<file path="src/rtl/cacheline_burst_adapter_pkg.sv">
// Shared types and default sizing for the cache-line to burst-memory adapter.
// Contents: default ADDR_W/LINE_W/BEAT_W, derived BURST_LEN, adapter FSM states.
package cacheline_burst_adapter_pkg;

  localparam int unsigned ADDR_W    = 32;
  localparam int unsigned LINE_W    = 256;
  localparam int unsigned BEAT_W    = 64;
  localparam int unsigned BURST_LEN = LINE_W / BEAT_W;

  // Adapter transaction phases.
  typedef enum logic [2:0] {
    IDLE,
    RD_CMD,
    RD_COLLECT,
    WR_BURST,
    RESP
  } adapter_state_t;

endpackage

</file>
<file path="src/rtl/cacheline_burst_adapter_assembler.sv">
// Line assembly buffer: drops each returned read beat into its slice of a line.
// Ports:
//   clk, rst    clock, synchronous active-high reset
//   beat_valid  write beat_data into slice beat_idx this cycle
//   beat_idx    beat position, 0 = least-significant slice
//   beat_data   returned beat
//   line_c      buffer contents including this cycle's beat (combinational)
module cacheline_burst_adapter_assembler #(
  parameter int unsigned LINE_W = 256,
  parameter int unsigned BEAT_W = 64,
  parameter int unsigned CNT_W  = 2
) (
  input  logic              clk,
  input  logic              rst,
  input  logic              beat_valid,
  input  logic [CNT_W-1:0]  beat_idx,
  input  logic [BEAT_W-1:0] beat_data,
  output logic [LINE_W-1:0] line_c
);

  logic [LINE_W-1:0] line_q, line_d;

  // Merge the incoming beat so the final beat is visible the cycle it arrives.
  always_comb begin
    line_d = line_q;
    if (beat_valid) begin
      line_d[32'(beat_idx) * BEAT_W +: BEAT_W] = beat_data;
    end
  end

  always_ff @(posedge clk) begin
    if (rst) begin
      line_q <= '0;
    end else begin
      line_q <= line_d;
    end
  end

  assign line_c = line_d;

endmodule

</file>
<file path="src/rtl/cacheline_burst_adapter.sv">
// Converts full-line DFP reads/writes from a cache controller into
// BURST_LEN-beat transactions on a narrow burst-memory bus.
// Ports:
//   clk, rst                         clock, synchronous active-high reset
//   dfp_addr/read/write/wdata        line request from cache (held until dfp_resp)
//   dfp_rdata, dfp_resp              assembled read line, one-cycle completion pulse
//   bmem_addr/read/write/wdata       burst command / write beat to memory
//   bmem_ready                       memory accepts command or beat this cycle
//   bmem_rdata, bmem_rvalid          returned read beat
module cacheline_burst_adapter #(
  parameter int unsigned ADDR_W = cacheline_burst_adapter_pkg::ADDR_W,
  parameter int unsigned LINE_W = cacheline_burst_adapter_pkg::LINE_W,
  parameter int unsigned BEAT_W = cacheline_burst_adapter_pkg::BEAT_W
) (
  input  logic              clk,
  input  logic              rst,
  input  logic [ADDR_W-1:0] dfp_addr,
  input  logic              dfp_read,
  input  logic              dfp_write,
  input  logic [LINE_W-1:0] dfp_wdata,
  output logic [LINE_W-1:0] dfp_rdata,
  output logic              dfp_resp,
  output logic [ADDR_W-1:0] bmem_addr,
  output logic              bmem_read,
  output logic              bmem_write,
  output logic [BEAT_W-1:0] bmem_wdata,
  input  logic              bmem_ready,
  input  logic [BEAT_W-1:0] bmem_rdata,
  input  logic              bmem_rvalid
);

  import cacheline_burst_adapter_pkg::*;

  localparam int unsigned BURST_LEN = LINE_W / BEAT_W;
  localparam int unsigned CNT_W     = $clog2(BURST_LEN);
  localparam int unsigned OFF_W     = $clog2(LINE_W / 8);
  localparam logic [CNT_W-1:0] LAST_BEAT = CNT_W'(BURST_LEN - 1);

  adapter_state_t    state_q, state_d;
  logic [CNT_W-1:0]  cnt_q, cnt_d;
  logic [LINE_W-1:0] wline_q, wline_d;
  logic [LINE_W-1:0] dfp_rdata_q, dfp_rdata_d;
  logic              dfp_resp_q, dfp_resp_d;
  logic [ADDR_W-1:0] bmem_addr_q, bmem_addr_d;
  logic              bmem_read_q, bmem_read_d;
  logic              bmem_write_q, bmem_write_d;
  logic [BEAT_W-1:0] bmem_wdata_q, bmem_wdata_d;

  logic              beat_valid_c;
  logic [LINE_W-1:0] asm_line_c;
  logic [ADDR_W-1:0] line_addr_c;
  logic              addr_unused_c;

  // Byte offset within the line is meaningless to the burst memory.
  assign line_addr_c   = {dfp_addr[ADDR_W-1:OFF_W], OFF_W'(0)};
  assign addr_unused_c = ^dfp_addr[OFF_W-1:0];

  // rvalid outside the collect phase never reaches the line buffer.
  assign beat_valid_c = (state_q == RD_COLLECT) && bmem_rvalid;

  cacheline_burst_adapter_assembler #(
    .LINE_W (LINE_W),
    .BEAT_W (BEAT_W),
    .CNT_W  (CNT_W)
  ) u_assembler (
    .clk        (clk),
    .rst        (rst),
    .beat_valid (beat_valid_c),
    .beat_idx   (cnt_q),
    .beat_data  (bmem_rdata),
    .line_c     (asm_line_c)
  );

  // Next state plus next values of the registered outputs.
  always_comb begin
    state_d      = state_q;
    cnt_d        = cnt_q;
    wline_d      = wline_q;
    dfp_rdata_d  = dfp_rdata_q;
    bmem_addr_d  = bmem_addr_q;
    bmem_read_d  = 1'b0;
    bmem_write_d = 1'b0;
    bmem_wdata_d = '0;
    dfp_resp_d   = 1'b0;

    unique case (state_q)
      IDLE: begin
        cnt_d = '0;
        if (dfp_write) begin
          bmem_addr_d = line_addr_c;
          wline_d     = dfp_wdata;
          state_d     = WR_BURST;
        end else if (dfp_read) begin
          bmem_addr_d = line_addr_c;
          state_d     = RD_CMD;
        end
      end
      RD_CMD: begin
        if (bmem_ready) begin
          cnt_d   = '0;
          state_d = RD_COLLECT;
        end
      end
      RD_COLLECT: begin
        if (bmem_rvalid) begin
          if (cnt_q == LAST_BEAT) begin
            cnt_d       = '0;
            dfp_rdata_d = asm_line_c;
            state_d     = RESP;
          end else begin
            cnt_d = cnt_q + CNT_W'(1);
          end
        end
      end
      WR_BURST: begin
        if (bmem_ready) begin
          if (cnt_q == LAST_BEAT) begin
            cnt_d   = '0;
            state_d = RESP;
          end else begin
            cnt_d = cnt_q + CNT_W'(1);
          end
        end
      end
      RESP: begin
        state_d = IDLE;
      end
      default: begin
        cnt_d   = '0;
        state_d = IDLE;
      end
    endcase

    // Outputs follow the state being entered so they line up with it.
    bmem_read_d  = (state_d == RD_CMD);
    bmem_write_d = (state_d == WR_BURST);
    dfp_resp_d   = (state_d == RESP);
    if (state_d == WR_BURST) begin
      bmem_wdata_d = wline_d[32'(cnt_d) * BEAT_W +: BEAT_W];
    end
  end

  always_ff @(posedge clk) begin
    if (rst) begin
      state_q      <= IDLE;
      cnt_q        <= '0;
      wline_q      <= '0;
      dfp_rdata_q  <= '0;
      dfp_resp_q   <= 1'b0;
      bmem_addr_q  <= '0;
      bmem_read_q  <= 1'b0;
      bmem_write_q <= 1'b0;
      bmem_wdata_q <= '0;
    end else begin
      state_q      <= state_d;
      cnt_q        <= cnt_d;
      wline_q      <= wline_d;
      dfp_rdata_q  <= dfp_rdata_d;
      dfp_resp_q   <= dfp_resp_d;
      bmem_addr_q  <= bmem_addr_d;
      bmem_read_q  <= bmem_read_d;
      bmem_write_q <= bmem_write_d;
      bmem_wdata_q <= bmem_wdata_d;
    end
  end

  assign dfp_rdata  = dfp_rdata_q;
  assign dfp_resp   = dfp_resp_q;
  assign bmem_addr  = bmem_addr_q;
  assign bmem_read  = bmem_read_q;
  assign bmem_write = bmem_write_q;
  assign bmem_wdata = bmem_wdata_q;

endmodule

</file>
<file path="config.mk">
export PLATFORM = sky130hd
export DESIGN_NAME = cacheline_burst_adapter
export DESIGN_NICKNAME = d
export VERILOG_FILES = /design/src/rtl/cacheline_burst_adapter_pkg.sv /design/src/rtl/cacheline_burst_adapter_assembler.sv /design/src/rtl/cacheline_burst_adapter.sv
export SDC_FILE = /design/constraint.sdc
export NUM_CORES = 1
export LEC_CHECK = 0
export ABC_AREA = 1
export BUFFER_PORTS_ARGS = -buffer_cell sky130_fd_sc_hd__buf_4
export CELL_PAD_IN_SITES_DETAIL_PLACEMENT = 1
export CELL_PAD_IN_SITES_GLOBAL_PLACEMENT = 2
export CORE_MARGIN = 2
export CORE_UTILIZATION = 33
export DETAILED_ROUTE_END_ITERATION = 16
export GPL_TIMING_DRIVEN = 1
export MAX_ROUTING_LAYER = met4
export PLACE_DENSITY_LB_ADDON = 0.12
export SLEW_MARGIN = 20
export SYNTH_ARGS = -nofsm -noshare
export SYNTH_HDL_FRONTEND = slang
export SYNTH_SLANG_ARGS = --single-unit
</file>
<file path="constraint.sdc">
create_clock -name clk -period 4.4 [get_ports clk]
set_input_delay 0.88 -clock clk [delete_from_list [all_inputs] [get_ports clk]]
set_output_delay 0.88 -clock clk [all_outputs]
set_load 0.01 [all_outputs]
</file>
==> results of run 1 <==
## cell type report
class	instances	share of cell area (%)
inverter	911	7.571
antenna	20	0.1105
sequential	867	38.32
timing repair buffer	749	12.98
multi-input combinational	2914	29.35
clock buffer	145	6.621
clock inverter	40	1.166
tap	1403	3.875
## registers in the layout (all words and copies together), names as in the netlist
signal and cells:
bmem_addr 27, bmem_read 1, bmem_wdata 64, bmem_write 1
cnt_q 2, dfp_rdata 256, dfp_resp 1, state_q 3
u_assembler.line_q 256, wline_q 256
## layer usage
| metal | track usage [%] | up-vias | wire length, um |
|---|---|---|---|
| met3 | 5.903 | 138 | 8709 |
| met1 | 32.10 | 15720 | 63100 |
| li1 | - | 16490 | - |
| met2 | 37.52 | 647 | 60430 |
| met5 | - | - | 0 |
| met4 | 7.012 | 0 | 2862 |
## power by group
| group | switching [uW] | internal [uW] |
|---|---|---|
| combinational | 1850 | 996 |
| sequential | 130 | 8350 |
| clock | 3540 | 5420 |
| total | 5510 | 14800 |
## per-stage QoR
step	hold WS, ns	power [uW]	setup slack, ns	utilization [%]	instances
finish	0.4450	20290	1.354	42.31	7049
CTS	0.4282	20590	1.301	42.27	7029
global placement	0.4325	11480	1.100	38.97	6844
detailed placement	0.4375	11520	1.070	38.97	6844
floorplan	0.4477	10390	2.114	-	5040
global route	0.4674	21300	1.095	42.31	7049
## placed cells by master, fill, tap and decap left out, types with 22 or more instances in the layout
master | netlist | routed
buf_4 | 24 | 728
and2_1 | 57 | 57
o21ai_1 | 157 | 157
nand3_1 | 247 | 246
clkbuf_16 | 0 | 106
nand4_1 | 73 | 73
inv_1 | 881 | 880
dfxtp_1 | 867 | 866
a21oi_1 | 126 | 126
clkinv_2 | 0 | 22
o21ai_0 | 545 | 545
nor2_1 | 888 | 881
inv_2 | 29 | 28
nand2_1 | 665 | 664
o21a_1 | 92 | 92
o211ai_1 | 34 | 34
## cells by family (layout without fill, tap and decap cells)
logic type	Yosys count	in the layout	synth area share (%)
AO/OA/AOI/OAI	955	955	14.34
buffers and inverters	1259	1845	14.12
AND/OR/NAND/NOR	1948	1948	22.51
other	1	25	0.01054
flip-flops	867	867	48.80
adder cells (fa/ha/maj)	6	6	0.2111
## how the worst max path moves through the flow
stage                           from                     endpoint
3_5_place_dp             bmem_rvalid  dfp_rdata[145]$_SDFFE_PP0P_
5_1_grt        state_q[1]$_SDFF_PP0_  dfp_rdata[151]$_SDFFE_PP0P_
3_3_place_gp             bmem_rvalid  dfp_rdata[152]$_SDFFE_PP0P_
4_1_cts        state_q[1]$_SDFF_PP0_  dfp_rdata[145]$_SDFFE_PP0P_
6_report         cnt_q[1]$_SDFF_PP0_    dfp_rdata[2]$_SDFFE_PP0P_
2_1_floorplan    cnt_q[0]$_SDFF_PP0_    bmem_wdata[55]$_SDFF_PP0_
## critical path, stage by stage, from the launching register on
cell and delay [ns]:
dfxtp_1 0.42, inv_1 0.14, ha_2 0.37, buf_4 0.44, nor2_1 0.10, nand2_1 0.43, clkinv_1 0.13, buf_4 0.28
nand2_1 0.17, nand2_1 0.07, o21a_1 0.14, o21ai_0 0.14, inv_1 0.05
==> results.py, run 1 <==
metrics = {
    "timing": {
        "post_route_clock_period_utilization_pct": 69.23,
        "timing.clock.skew_ns": 0.02143,
        "fin_crit_ns": 3.046,
        "max-slew-margin-rel_pct": 31.61,
        "max_slew.worst_pin.slew_ns": 1.026,
        "final_hold_viol_count": 0,
        "finalSetupViolations": 0,
        "maximum_operating_frequency_mhz": 328.3,
        "slew_violations": 0,
        "rsz0062_at_grt": "false",
        "final.setup.tns_ns": 0,
    },
    "routing": {
        "post_drt_antenna_nets": 0,
        "detail_route.wl_per_cell_um": 19.17,
        "via_per_inst": 4.681,
        "num_vias": 32990,
        "detail_route.wirelength_mm": 135.1,
        "initialDrtViolationCount": 1978,
        "first_pass_iters": 5,
        "drc": 0,
    },
    "outcome": {
        "outcome": "complete, no violations",
    },
    "die": {
        "chipWidth_um": 332.3,
        "dieHeight_um": 332.3,
        "io-pin-count": 713,
        "initial_utilization_pct": 33.23,
        "fp.coreArea_um2": 107100,
        "dieArea_um2": 110400,
        "core_rows": 120,
    },
    "global_routing": {
        "grt_first_pass_wirelength_mm": 202.1,
        "globalRoute.totalOverflow": 0,
        "largest_net_degree_at_the_start_of_global_routing": 149,
        "global_route.usage.total_pct": 24.52,
        "number_of_global_route_vias_before_repair": 32410,
        "initial_antenna_violation_count": 25,
    },
    "worst_hold_path": {
        "timing.hold.worst_path_depth": 2,
        "whs_endpoint": "bmem_addr[9]$_SDFFE_PP0P_",
        "startpoint_of_the_lowest_slack_hold_path": "bmem_addr[9]$_SDFFE_PP0P_",
        "hp-class": "flip-flop to flip-flop",
    },
    "flow_run": {
        "max-cap-violations": 0,
    },
    "logic_synthesis": {
        "yosysWarningCount": 0,
        "ys_seq_area_share_pct": 48.80,
        "most_frequently_used_flop_master_after_synthesis": "dfxtp_1",
        "post_synth_instance_area_um2": 35570,
        "synth_seq_cells": 867,
        "synth.top_cell.area_share_pct": 48.80,
        "yosys.cell_count.top_type": "nor2_1",
        "synth_unique_cells": 28,
        "synth.avg_cell_area_um2": 7.063,
        "dominant_cell_type_by_area_after_synthesis": "dfxtp_1",
        "post_synth_main_area_contributors": "dfxtp_1, nor2_1, inv_1",
        "ffs_w_async_s_r_synth_pct": 0,
        "synth_top_cells_by_count": "nor2_1, inv_1, dfxtp_1",
        "count_of_flip_flops_with_a_built_in_enable_after_synthesis": 0,
        "synthCells": 5036,
    },
    "setup_path": {
        "critPathLaunchType": "flip-flop",
        "timing.rr.start": "cnt_q[1]$_SDFF_PP0_",
        "reg2regPathDepth": 12,
        "path_max_fanout": 39,
        "worst-endpoint-required_ns": 4.97,
        "setup.reg_to_reg.worst_slack_ns": 1.35,
        "arrival_time_at_the_worst_endpoint_ns": 3.61,
        "worst_setup_path_end_kind": "flip-flop",
        "worstSetupPathType": "flip-flop to flip-flop",
        "worst_r2r_endpoint": "dfp_rdata[2]$_SDFFE_PP0P_",
    },
    "clock_network": {
        "cts_htree_levels": 3,
        "path_clk_slew_ns": 0.06,
        "post-cts-setup-buffer-count": 0,
        "clk_path_buf_depth": 3,
        "worst_skew_pair.late_latency_ns": 0.69,
        "post_cts_resize_count": 0,
        "hold_buffers": 0,
        "clock-sinks": 867,
        "cts_tree": "yes",
        "cts-root-buf": "clkbuf_16",
        "tritoncts.num_buffers": 102,
    },
    "placement": {
        "globalplace.congestion": 0.7949,
        "hpwlAfterDp_mm": 91.76,
        "placement.io_buffers": 702,
        "detailed_place.area_um2": 41720,
    },
    "cells_and_area": {
        "multiInputGateArea_um2": 13300,
        "post-route-cell-area_um2": 45300,
        "flow.area_growth_from_synthesis_pct": 27.35,
        "layout.area.seq_um2": 17360,
        "drive_above_1_share_pct": 17.15,
        "layout.nets": 5909,
        "filler_cell_count": 13370,
    },
    "pwr": {
        "power.static_leakage_uw": 0.02182,
        "maximum_resistive_drop_on_vdd_mv": 0.2949,
        "cellPowerDensity_nw_per_um2": 447.9,
    },
}
No activity file was read; power rests on OpenSTA's default activity.
==> inputs of run 2 (changes only) <==
- ABC_AREA: 1 -> 0
- CORE_UTILIZATION: 33 -> 30
- clock period: 4.4 -> 2.8 ns (I/O delays scaled with it)
==> results.py, run 2 <==
metrics = {
    "logic_synthesis": {
        "synth.avg_cell_area_um2": 9.619,
        "dominant_cell_type_by_area_after_synthesis": "dfxtp_1",
        "ys_seq_area_share_pct": 54.89,
        "yosysWarningCount": 0,
        "most_frequently_used_flop_master_after_synthesis": "dfxtp_1",
        "post_synth_instance_area_um2": 31620,
        "synth.top_cell.area_share_pct": 54.89,
        "synthCells": 3287,
        "yosys.cell_count.top_type": "dfxtp_1",
        "synth_seq_cells": 867,
        "synth_unique_cells": 39,
        "count_of_flip_flops_with_a_built_in_enable_after_synthesis": 0,
        "ffs_w_async_s_r_synth_pct": 0,
        "post_synth_main_area_contributors": "dfxtp_1, mux2i_1, nor2_1",
        "synth_top_cells_by_count": "dfxtp_1, nor2_1, mux2i_1",
    },
    "cells_and_area": {
        "layout_common_cells": "dfxtp_1, nor2_1, buf_4",
        "final_cell_count_no_fill": 5380,
        "most_frequent_standard_cell_in_the_layout_excluding_fill_and_tap_cells": "dfxtp_1",
        "filler_cell_count": 11920,
        "layout.nets": 4247,
        "flow.area_growth_from_synthesis_pct": 32.70,
        "drive_above_1_share_pct": 24.44,
    },
    "clock_network": {
        "cts_tree": "yes",
        "hold_buffers": 0,
        "cts_htree_levels": 3,
        "cts-root-buf": "clkbuf_16",
        "worst_skew_pair.late_latency_ns": 0.67,
        "tritoncts.num_buffers": 102,
        "post-cts-setup-buffer-count": 0,
        "path_clk_slew_ns": 0.06,
        "clk_path_buf_depth": 3,
        "post_cts_resize_count": 0,
        "clock-sinks": 867,
    },
    "global_routing": {
        "global_route.usage.total_pct": 21.10,
        "number_of_global_route_vias_before_repair": 25570,
        "largest_net_degree_at_the_start_of_global_routing": 200,
        "grt_first_pass_wirelength_mm": 168.6,
        "globalRoute.totalOverflow": 0,
        "initial_antenna_violation_count": 23,
    },
    "setup_path": {
        "worstSetupPathType": "flip-flop to flip-flop",
        "crit_path_cell_trace": "inv_1 > ha_1 > inv_1 > nor2_1 > a221o_4 > buf_12 > buf_12 > mux2i_1 > a22o_1",
        "critical_path_buffers_and_inverters": 4,
        "worst_setup_path_end_kind": "flip-flop",
        "worst-endpoint-required_ns": 3.36,
        "cp_slowest_cell": "a221o_4",
        "crit_path_max_incr_delay_ns": 0.44,
        "critPathLaunchType": "flip-flop",
        "arrival_time_at_the_worst_endpoint_ns": 3.02,
        "path_max_fanout": 15,
        "path_delay_family": "compound AO/OA/AOI/OAI gates",
    },
    "routing": {
        "detail_route.wl_per_cell_um": 21.32,
        "post_drt_antenna_nets": 0,
        "first_pass_iters": 5,
        "initialDrtViolationCount": 1068,
        "num_vias": 25600,
        "detail_route.wirelength_mm": 114.7,
        "via_per_inst": 4.759,
        "drc": 0,
    },
    "pwr": {
        "power.static_leakage_uw": 0.01764,
        "maximum_resistive_drop_on_vdd_mv": 0.4130,
        "cellPowerDensity_nw_per_um2": 680.4,
    },
    "timing": {
        "final.setup.tns_ns": 0,
        "max-slew-margin-rel_pct": 29.46,
        "timing.clock.skew_ns": 0.01755,
        "slew_violations": 0,
        "maximum_operating_frequency_mhz": 407.0,
        "fin_crit_ns": 2.457,
        "max_slew.worst_pin.slew_ns": 1.058,
        "post_route_clock_period_utilization_pct": 87.75,
        "rsz0062_at_grt": "false",
        "finalSetupViolations": 0,
        "final_hold_viol_count": 0,
    },
    "flow_run": {
        "max-cap-violations": 0,
    },
    "placement": {
        "globalplace.congestion": 0.7886,
        "placement.io_buffers": 702,
        "place.detailed.instances": 5170,
        "hpwlAfterDp_mm": 77.16,
    },
    "die": {
        "chipWidth_um": 328.7,
        "dieHeight_um": 328.7,
        "initial_utilization_pct": 30.12,
        "core_rows": 119,
        "fp.coreArea_um2": 105000,
        "io-pin-count": 713,
        "dieArea_um2": 108000,
    },
    "outcome": {
        "outcome": "complete, no violations",
    },
    "worst_hold_path": {
        "hp-class": "input pin to flip-flop",
    },
}
## run 2: cell count changes after synthesis, moves of 91 or more
cell      delta
a211oi_1   +256
a21oi_1    +159
and3_1     +255
inv_1      -877
mux2i_1    +385
nand2_1    -607
nand3_1    -246
nor2_1     -113
o21a_1      -91
o21ai_0    -545
o21ai_1    -155
## run 2: stage by stage
stage / instance area, um^2 / util, % / worst slack (ns) / hold slack, ns / total power (uW)
after floorplan: 31630 / - / 0.6493 / 0.4448 / 14420
after global placement: 38530 / 36.70 / 0.3220 / 0.4435 / 15500
after detailed placement: 38530 / 36.70 / 0.3157 / 0.4490 / 15530
after CTS: 41900 / 39.91 / 0.2976 / 0.07759 / 29040
after global routing: 41950 / 39.97 / 0.1720 / 0.1072 / 29770
final: 41960 / 39.97 / 0.3429 / 0.1399 / 28550
## run 2: layer usage
metal | track usage [%] | routed length [um] | up-vias
met5 | - | 0 | -
met4 | 6.512 | 2499 | 0
met3 | 6.609 | 8036 | 139
met2 | 34.03 | 54580 | 568
met1 | 25.06 | 49570 | 12340
li1 | - | - | 12550
## run 2: tightest hold or removal path, cell delays in order
cell     delay (ns)
buf_4          0.11
nand2_1        0.05
a21oi_1        0.05
## run 2: final timing paths
kind	start	endpoint	slack, ns	cells after the start
max	cnt_q[1]$_SDFF_PP0_	bmem_wdata[49]$_SDFF_PP0_	0.34	9
min	dfp_addr[20]	bmem_addr[20]$_SDFFE_PP0P_	0.14	3
max reg2reg	cnt_q[1]$_SDFF_PP0_	bmem_wdata[49]$_SDFF_PP0_	0.34	9
min reg2reg	bmem_addr[14]$_SDFFE_PP0P_	bmem_addr[14]$_SDFFE_PP0P_	0.46	2
## run 2: area by class of cell
cell class	count	area (um^2)	share of cell area (%)
Antenna cell	24	60.06	0.1431
Clock buffer	155	3087	7.357
Clock inverter	31	284.0	0.6769
Inverter	5	18.77	0.04473
Multi-Input combinational cell	2124	12920	30.80
Sequential cell	867	17360	41.37
Tap cell	1391	1740	4.148
Timing Repair Buffer	783	6486	15.46
## run 2: power by group
part | switching [uW] | internal, uW
Sequential | 106 | 12700
Clock | 5390 | 7930
Combinational | 1340 | 1060
Total | 6840 | 21700
## run 2: kinds of logic after synthesis
logic type | after synthesis | share of synthesized area, %
flip-flops | 867 | 54.89
other | 1 | 0.01186
AND/OR/NAND/NOR | 1114 | 15.51
buffers and inverters | 300 | 4.527
adder cells (fa/ha/maj) | 6 | 0.2374
multiplexers | 387 | 12.27
AO/OA/AOI/OAI | 612 | 12.55
